[src/rtl/modulo_entrada_chave_pkg.sv]
// modulo_entrada_pkg
//   Shared definitions for the switch-input path: debouncer FSM state
//   encoding, default debounce length and the switch word width.
package modulo_entrada_pkg;

  // Data width of the switch bank / processor input word.
  localparam int unsigned DATA_W = 16;

  // Default debounce length: 5 ms at 50 MHz.
  localparam int unsigned DEB_CYCLES_DEF = 250000;

  // Debouncer FSM states.
  typedef enum logic [1:0] {
    OCIOSO       = 2'd0,  // released, waiting for a press
    FILTRA_PRESS = 2'd1,  // press seen, waiting for it to be stable
    SEGURA       = 2'd2,  // press accepted, button held
    FILTRA_SOLTA = 2'd3   // release seen, waiting for it to be stable
  } estado_t;

endpackage

[src/rtl/modulo_entrada_chave_filtro_botao.sv]
// filtro_botao
//   Conditions the raw active-low push-button: 2-FF synchronizer, then a
//   debounce FSM with a saturating counter. Produces the debounced level and
//   a one-clk capture pulse per accepted press.
//
//   Ports:
//     clk      in   board clock
//     reset    in   asynchronous, active-low
//     ent      in   raw button, active-low (0 = pressed), asynchronous
//     pressed  out  debounced level, 1 = pressed (registered)
//     captura  out  one-clk pulse in the cycle the press is accepted
//                   (combinational from the FSM state, so storage loads on
//                   the same edge that sets pressed)
module filtro_botao
  import modulo_entrada_pkg::*;
#(
  parameter int unsigned DEB_CYCLES = DEB_CYCLES_DEF,
  parameter int unsigned DEB_W      = 18
) (
  input  logic clk,
  input  logic reset,
  input  logic ent,
  output logic pressed,
  output logic captura
);

  if (DEB_CYCLES < 1 || 64'(DEB_CYCLES) >= (64'd1 << DEB_W)) begin : g_chk_deb
    $error("DEB_CYCLES must be >= 1 and fit in DEB_W bits");
  end

  localparam logic [DEB_W-1:0] CNT_MAX = DEB_W'(DEB_CYCLES - 1);

  logic             r_sync1;
  logic             r_sync2;
  logic             w_ent_s;
  estado_t          r_estado;
  estado_t          w_estado_prox;
  logic [DEB_W-1:0] r_cnt;
  logic [DEB_W-1:0] w_cnt_prox;
  logic             r_pressed;
  logic             w_pressed_prox;
  logic             w_captura;

  // Synchronizer resets to the released level so a reset never looks like
  // a press.
  always_ff @(posedge clk or negedge reset) begin
    if (!reset) begin
      r_sync1 <= 1'b1;
      r_sync2 <= 1'b1;
    end else begin
      r_sync1 <= ent;
      r_sync2 <= r_sync1;
    end
  end

  assign w_ent_s = r_sync2;

  always_ff @(posedge clk or negedge reset) begin
    if (!reset) begin
      r_estado  <= OCIOSO;
      r_cnt     <= '0;
      r_pressed <= 1'b0;
    end else begin
      r_estado  <= w_estado_prox;
      r_cnt     <= w_cnt_prox;
      r_pressed <= w_pressed_prox;
    end
  end

  // The counter leaves each filter state on reaching CNT_MAX, so it can
  // never wrap.
  always_comb begin
    w_estado_prox  = r_estado;
    w_cnt_prox     = r_cnt;
    w_pressed_prox = r_pressed;
    w_captura      = 1'b0;
    case (r_estado)
      OCIOSO: begin
        if (!w_ent_s) begin
          w_cnt_prox    = '0;
          w_estado_prox = FILTRA_PRESS;
        end
      end
      FILTRA_PRESS: begin
        if (w_ent_s) begin
          w_estado_prox = OCIOSO;
        end else if (r_cnt == CNT_MAX) begin
          w_captura      = 1'b1;
          w_pressed_prox = 1'b1;
          w_estado_prox  = SEGURA;
        end else begin
          w_cnt_prox = r_cnt + DEB_W'(1);
        end
      end
      SEGURA: begin
        if (w_ent_s) begin
          w_cnt_prox    = '0;
          w_estado_prox = FILTRA_SOLTA;
        end
      end
      FILTRA_SOLTA: begin
        if (!w_ent_s) begin
          w_estado_prox = SEGURA;
        end else if (r_cnt == CNT_MAX) begin
          w_pressed_prox = 1'b0;
          w_estado_prox  = OCIOSO;
        end else begin
          w_cnt_prox = r_cnt + DEB_W'(1);
        end
      end
      default: w_estado_prox = OCIOSO;
    endcase
  end

  assign pressed = r_pressed;
  assign captura = w_captura;

endmodule

[src/rtl/modulo_entrada_chave.sv]
// modulo_entrada_chave
//   Producer end of the switch-input path. Debounces the active-low `ent`
//   button (filtro_botao), captures `switch` once per accepted press and
//   presents it to the processor with a valid / rd handshake.
//
//   Build option: macro ENTRADA_FILA_EN
//     undefined - single holding register
//     defined   - FIFO_DEPTH-word circular buffer (power of two)
//
//   Ports:
//     clk      in   board clock
//     reset    in   asynchronous, active-low
//     ent      in   raw button, active-low, asynchronous
//     switch   in   16-bit switch bank, sampled at capture
//     rd       in   one-clk read strobe, consumes the presented word
//     valid    out  a word is available on data
//     data     out  presented word (FIFO head when the FIFO is enabled)
//     overrun  out  sticky, a press was lost because storage was full;
//                   cleared by the next consuming rd
//     pressed  out  debounced button level
module modulo_entrada_chave
  import modulo_entrada_pkg::*;
#(
  parameter int unsigned DEB_CYCLES = DEB_CYCLES_DEF,
  parameter int unsigned DEB_W      = 18,
  parameter int unsigned FIFO_DEPTH = 4
) (
  input  logic              clk,
  input  logic              reset,
  input  logic              ent,
  input  logic [DATA_W-1:0] switch,
  input  logic              rd,
  output logic              valid,
  output logic [DATA_W-1:0] data,
  output logic              overrun,
  output logic              pressed
);

  if (FIFO_DEPTH < 2 || (FIFO_DEPTH & (FIFO_DEPTH - 1)) != 0) begin : g_chk_fifo
    $error("FIFO_DEPTH must be a power of two >= 2");
  end

  logic w_captura;

  filtro_botao #(
    .DEB_CYCLES(DEB_CYCLES),
    .DEB_W     (DEB_W)
  ) u_filtro (
    .clk    (clk),
    .reset  (reset),
    .ent    (ent),
    .pressed(pressed),
    .captura(w_captura)
  );

`ifdef ENTRADA_FILA_EN

  localparam int unsigned PTR_W = $clog2(FIFO_DEPTH);
  localparam int unsigned CNT_W = PTR_W + 1;

  logic [DATA_W-1:0] r_mem [FIFO_DEPTH];
  logic [PTR_W-1:0]  r_wptr;
  logic [PTR_W-1:0]  r_rptr;
  logic [CNT_W-1:0]  r_count;
  logic              r_overrun;
  logic              w_full;
  logic              w_pop;
  logic              w_push;

  assign w_full = (r_count == CNT_W'(FIFO_DEPTH));
  assign w_pop  = rd && (r_count != '0);
  // A pop in the same cycle frees the slot, so a full buffer still accepts.
  assign w_push = w_captura && (!w_full || w_pop);

  always_ff @(posedge clk or negedge reset) begin
    if (!reset) begin
      for (int unsigned i = 0; i < FIFO_DEPTH; i++) begin
        r_mem[i] <= '0;
      end
      r_wptr    <= '0;
      r_rptr    <= '0;
      r_count   <= '0;
      r_overrun <= 1'b0;
    end else begin
      if (w_push) begin
        r_mem[r_wptr] <= switch;
        r_wptr        <= r_wptr + PTR_W'(1);
      end
      if (w_pop) begin
        r_rptr <= r_rptr + PTR_W'(1);
      end
      case ({w_push, w_pop})
        2'b10:   r_count <= r_count + CNT_W'(1);
        2'b01:   r_count <= r_count - CNT_W'(1);
        default: r_count <= r_count;
      endcase
      if (w_pop) begin
        r_overrun <= 1'b0;
      end else if (w_captura && w_full) begin
        r_overrun <= 1'b1;
      end
    end
  end

  assign valid   = (r_count != '0);
  assign data    = r_mem[r_rptr];
  assign overrun = r_overrun;

`else

  logic [DATA_W-1:0] r_data;
  logic              r_valid;
  logic              r_overrun;
  logic              w_rd_ok;

  assign w_rd_ok = rd && r_valid;

  // A read in the capture cycle frees the register, so the new word loads
  // and valid stays high.
  always_ff @(posedge clk or negedge reset) begin
    if (!reset) begin
      r_data    <= '0;
      r_valid   <= 1'b0;
      r_overrun <= 1'b0;
    end else begin
      if (w_captura && (!r_valid || w_rd_ok)) begin
        r_data  <= switch;
        r_valid <= 1'b1;
      end else if (w_rd_ok) begin
        r_valid <= 1'b0;
      end
      if (w_rd_ok) begin
        r_overrun <= 1'b0;
      end else if (w_captura && r_valid) begin
        r_overrun <= 1'b1;
      end
    end
  end

  assign valid   = r_valid;
  assign data    = r_data;
  assign overrun = r_overrun;

`endif

endmodule

[config.mk]
export PLATFORM = sky130hd
export DESIGN_NAME = modulo_entrada_chave
export DESIGN_NICKNAME = d
export VERILOG_FILES = /design/src/rtl/modulo_entrada_chave_pkg.sv /design/src/rtl/modulo_entrada_chave_filtro_botao.sv /design/src/rtl/modulo_entrada_chave.sv
export SDC_FILE = /design/constraint.sdc
export NUM_CORES = 1
export LEC_CHECK = 0
export CORE_MARGIN = 3
export CORE_UTILIZATION = 43
export DETAILED_ROUTE_END_ITERATION = 7
export DONT_BUFFER_PORTS = 1
export GPL_ROUTABILITY_DRIVEN = 1
export HOLD_SLACK_MARGIN = 0.12
export PLACE_DENSITY_LB_ADDON = 0.05
export RECOVER_POWER = 50
export SYNTH_ARGS = -nofsm -noshare
export SYNTH_HDL_FRONTEND = slang
export SYNTH_SLANG_ARGS = --single-unit
[constraint.sdc]
create_clock -name clk -period 4.65 [get_ports clk]
set_input_delay 0.93 -clock clk [delete_from_list [all_inputs] [get_ports clk]]
set_output_delay 0.93 -clock clk [all_outputs]
set_load 0.01 [all_outputs]
; ---- Word-level counts from Yosys, hierarchy flattened
; Cells that the tools add are included.
[totals]
ff_bits = 41
output_inout_bits = 19
input_bits = 20
[classes]
reduce_logical = 12
eq_ne = 12
muxes = 25
add_sub_neg = 1
[op_table]
columns = operator, n
row1 = $mux 18, 5
row2 = $pmux 18 s4, 1
row3 = $add 18x1->18 const B, 1
row4 = $eq 18x18->1 const B, 1
row5 = $mux 2, 6
row6 = $mux 1, 11
row7 = $ne 2x1->1 const B, 4
row8 = $pmux 2 s4, 1
row9 = $reduce_and 4->1, 2
row10 = $reduce_bool 2->1, 3
row11 = $reduce_and 5->1, 1
row12 = $eq 2x2->1 const B, 2
row13 = $ne 2x2->1 const B, 2
row14 = $logic_and 1x1->1, 3
row15 = $ne 3x1->1 const B, 1
row16 = $ne 3x3->1 const B, 1
row17 = $eq 2x1->1 const B, 1
row18 = $logic_not 2->1, 1
row19 = $pmux 1 s2, 1
row20 = $logic_not 1->1, 1
row21 = $logic_or 1x1->1, 1

; ---- Depth between registers and ports, before layout
[depth]
depth_word = 7
ltp_mapped = 6
depth_no_buf = 6

; ---- By module
; Synthesis repeated with hierarchy kept, for this count alone.
[unflattened]
cells_unflattened = 175
hier_area_um2 = 1954.4
[by_module_without_submodules]
columns = mod, cells_per_inst, seq_area_each_um2, instances, area_each_um2
row1 = filtro_botao, 135, 578.1, 1, 1223.7
row2 = modulo_entrada_chave, 40, 450.4, 1, 730.7

; ---- Worst setup path after synthesis
; OpenSTA, ideal clock, no wires.
[synth_timing]
path_type = reg2reg
start = register u_filtro.r_cnt[0]
end = register r_data[0], in the netlist data[0]
synth_period_minus_slack_ps = 2220
setup_time_ps = 125
required_time_ps = 4525
path_stages_with_launch = 7
setup_slack_ps = 2430
arrival_ps = 2095
path_cell_list = dfrtp_1 -> ha_1 -> nand3_1 -> or4_4 -> nor3_4 -> buf_6 -> mux2_2
[synth_between]
elab_chain_cells = 5
[synth_lines]
columns = item, line_no
row1 = from (decl), modulo_entrada_chave_filtro_botao.sv:38  ; logic [DEB_W-1:0] r_cnt;
row2 = from (signal assigned), modulo_entrada_chave_filtro_botao.sv:65  ; r_cnt <= w_cnt_prox;
row3 = $eq 18x18->1, modulo_entrada_chave_filtro_botao.sv:87  ; end else if (r_cnt == CNT_MAX) begin
row4 = $mux 1, modulo_entrada_chave_filtro_botao.sv:87
row5 = $mux 1, modulo_entrada_chave_filtro_botao.sv:85  ; if (w_ent_s) begin
row6 = $mux 1, modulo_entrada_chave_filtro_botao.sv:77  ; case (r_estado)
row7 = $logic_and 1x1->1, modulo_entrada_chave.sv:126  ; if (w_captura && (!r_valid || w_rd_ok)) begin
row8 = to (signal assigned), modulo_entrada_chave.sv:127  ; r_data <= switch;
row9 = to (decl), modulo_entrada_chave.sv:111  ; logic [DATA_W-1:0] r_data;
; Every way passes these cells.
; A chain may end at the register's enable or synchronous reset.

; ---- Worst setup path in the final report
[layout_timing]
start = register u_filtro.r_cnt[0]
end = register u_filtro.r_cnt[0]
[layout_between]
elab_chain_cells = 4
elab_cells_between_ends = 6
[layout_lines]
columns = item, line_no
row1 = $add 18x1->18 / $eq 18x18->1 (equally long branches), -
row2 = $mux 18 (*), "modulo_entrada_chave_filtro_botao.sv:87, modulo_entrada_chave_filtro_botao.sv:104"
row3 = "$mux 18, on equally long branches", "modulo_entrada_chave_filtro_botao.sv:102, modulo_entrada_chave_filtro_botao.sv:85"
row4 = $pmux 18 s4 (*), modulo_entrada_chave_filtro_botao.sv:77
; Every way passes the cells marked *; elsewhere a longest branch is shown, timed or not. The select of a mux whose other input is x is not followed.

==> results by group <==
Run status
  • Status: complete, no violations

Floorplanning
  • Row count: 24
  • Die Wd: roughly 74 um
  • Die H: 73.8 um
  • CORE AREA: about 4400 um2
  • Total I/O pin count: 39
  • Initial Utilization: 0.451
  • Die area: around 5400 um2

Worst setup path
  • Slowest CP cell: or4_4
  • RR Startpoint: u_filtro.r_cnt[0]
  • Crit Path Category: register to register
  • Critical path launch point type: register
  • Largest stage delay, worst path: between 0.6 and 0.7 ns
  • CP Cell Sequence: ha_1, nand3_1, or4_4, o21ai_2, inv_1, mux2_2
  • Critical Path AT: approximately 2.9 ns
  • Worst R2R Path Depth: 6
  • CP endpoint kind: register
  • Reg2reg setup slack: just under 2 ns
  • Required @ worst endpoint: approximately 4.8 ns
  • RR Endpoint: u_filtro.r_cnt[0]
  • Crit Path Max Fanout: 14

Synth
  • Synth cell types: 42
  • Mapped Cells: around 180
  • Yosys warning count: 0
  • Post-synth EDFFs: 0
  • Synth Cell Area: 1980 um2
  • Flops & latches, synth: approximately 40
  • Area share of the largest cell type after synthesis: 0.494
  • Syn_area_per_cell: 11.1 um2
  • Syn_nets: 199
  • Top_reg_cell synth: dfrtp_1
  • Area leader, netlist: dfrtp_1
  • Largest cells by area after synthesis: dfrtp_1, mux2_2, mux2i_1, dfstp_2, nor4_1
  • Asr flop ratio synth: 1.00
  • Sequential element share of the synthesized area: 0.521

Cells and area
  • Final net count: 200
  • Syn-to-layout area delta: 5.95%
  • Filler Cells Inserted: between 400 and 500
  • Layout cells sized above 1: 0.167
  • Antenna diodes: 0

Timing
  • Slew margin rel.: 0.179
  • RSZ-0062 raised after global routing: false
  • Final period util: 0.579
  • Clock skew: ~0.0053 ns
  • Final setup violation count: 0
  • Setup_tns: 0 ns
  • Final Critical Period: ~2.7 ns
  • Worst Max-Slew Pin Slew: approximately 1.2 ns
  • Final Max Tran Viols: 0
  • Fin. Hold Viols: 0
  • F_max: ~0.37 GHz

Routing
  • Routed vias/inst: 6.09
  • Antenna violation net count after detailed routing: 0
  • Drt wl/cell: 17.5 um
  • Routed WL: 4060 um
  • Iter 0 DRT Violations: approximately 60
  • DR DRC count: 0
  • Via count: between 1000 and 1500
  • First-pass detailed-route iteration total: 4

Clock network
  • Cts repair resizes: 0
  • H-tree lvl count: 2
  • CTS clk-pin slew, worst paths: approximately 0.08 ns
  • Max clock buf depth: 2
  • CTS Buf Count: 5
  • Clk Tree Root Cell: clkbuf_8
  • Clk sinks: around 40
  • Postcts setup bufs: 0
  • Clock Latency Late Sink: ~0.29 ns
  • Hold Buf Count CTS: 0
  • CTS tree: built

Min path
  • HP Class: input pin to async pin

Global route
  • Remaining global-route overflow: 0
  • Initial antenna violation count: 0
  • Largest net degree at the start of global routing: 42
  • Total Routing Usage GR: 0.161
  • Number of global-route vias before repair: about 1400
  • Global-route wire length before repair: ~6700 um

Pwr
  • VDD IR max: around 0.17 mV
  • Pwr dens: slightly above 300 nW/um2
  • Leak: 0.936 nW
  • Power Total: 0.000648 W

Place
  • IO Port Bufs: 0
  • HPWL after DPL: 2720 um
  • GPL Wtd Cong: between 0.7 and 0.8

Run
  • Max-cap violations: 0
synth_stat cells (2+ instances only):
library cell	instances
a21oi_1	7
nor4_1	8
a21o_1	2
nor2_1	9
mux2i_1	8
a31oi_1	7
o41ai_1	4
or3_1	2
o2bb2ai_1	3
dfrtp_1	39
mux2_2	17
a22o_1	2
and3_1	3
clkbuf_1	3
o31ai_1	2
nand2_1	13
nand4_1	4
nor3_1	4
nand3_1	8
and2_1	2
inv_1	7
dfstp_2	2
o21ai_0	3
logic make-up after synthesis:
group | Yosys count | share of synthesized area
AOI/OAI and AO/OA | 36 | 0.131
adders and majority gates | 1 | 0.00633
and+or+nand+nor | 60 | 0.165
xor gates and xnor gates | 2 | 0.00887
muxes | 25 | 0.137
DFF | 41 | 0.521
buffers and inverters | 13 | 0.0310
metrics by stage:
stage                     instances  worst slack, ns  area (um2)   util  hold WS, ns
after floorplan                 178             2.43        1980      -        0.345
after global placement          224             2.05        2010  0.457        0.347
after detailed placement        224             1.96        2010  0.457        0.347
after CTS                       232             1.96        2090  0.477        0.313
after global routing            232             1.80        2090  0.477        0.298
final                           232             1.96        2090  0.477        0.322
critical path, delay by kind of cell, from the launching register on:
kind,cells,cell delay [ns]
buffers and inverters,1,0.20
multiplexers,1,0.31
flip-flops,1,0.41
adder cells (fa/ha/maj),1,0.22
AND/OR/NAND/NOR,2,0.89
AO/OA/AOI/OAI,1,0.54
registers in the layout, indices dropped and copies added (netlist names), named ones only:
signal             cells
valid                  1
u_filtro.pressed       1
overrun                1
u_filtro.r_sync1       1
u_filtro.r_sync2       1
data                  16
u_filtro.r_estado      1
u_filtro.r_cnt        18
worst max-delay path by stage:
stage / start / end / slack [ns] / depth (start not counted)
floorplan: u_filtro.r_cnt[0] / data[0] / 2.43 / 6
global placement: u_filtro.r_cnt[0] / u_filtro.r_cnt[0] / 2.05 / 6
detailed placement: u_filtro.r_cnt[0] / u_filtro.r_cnt[0] / 1.96 / 6
CTS: u_filtro.r_cnt[0] / u_filtro.r_cnt[0] / 1.96 / 6
global route: u_filtro.r_cnt[1] / u_filtro.r_cnt[0] / 1.80 / 6
finish: u_filtro.r_cnt[0] / u_filtro.r_cnt[0] / 1.96 / 6
layout make-up:
class                   count  area (um2)  area share
clock buffers               6        72.6      0.0347
inverters                   7        26.3      0.0126
multi-input cells         124         886       0.423
flip-flops and latches     41        1030       0.491
clock inverters             2        15.0     0.00717
well taps                  52        65.1      0.0311
routing by layer:
layer,share of wire,vias up,GRT usage
met1,0.46,688,0.211
met2,0.47,49,0.250
met3,0.058,4,0.0547
met4,0.0091,0,0.0523
met5,0,-,0
li1,-,673,-
where the power goes:
group          switching (W)  internal [W]  leakage (nW)
Combinational      0.0000170     0.0000143         0.340
Clock               0.000124      0.000106        0.0374
Sequential         0.0000185      0.000369         0.559
Total               0.000159      0.000489         0.936
cells in the final DEF (no fill, tap or decap), drive strengths merged, types with 2 or more instances in the layout:
master / Yosys / routed
a21o: 2 / 2
a21oi: 7 / 7
a22o: 2 / 2
a31oi: 7 / 7
and2: 2 / 2
and3: 3 / 3
clkbuf: 3 / 6
clkinvlp: 0 / 2
dfrtp: 39 / 39
dfstp: 2 / 2
inv: 7 / 7
mux2: 17 / 17
mux2i: 8 / 8
nand2: 13 / 13
nand3: 8 / 8
nand4: 4 / 4
nor2: 9 / 9
nor3: 5 / 5
nor4: 8 / 8
o21ai: 4 / 4
o2bb2ai: 3 / 3
o31ai: 2 / 2
o41ai: 4 / 4
or3: 2 / 2
No activity file was read; power rests on OpenSTA's default activity.
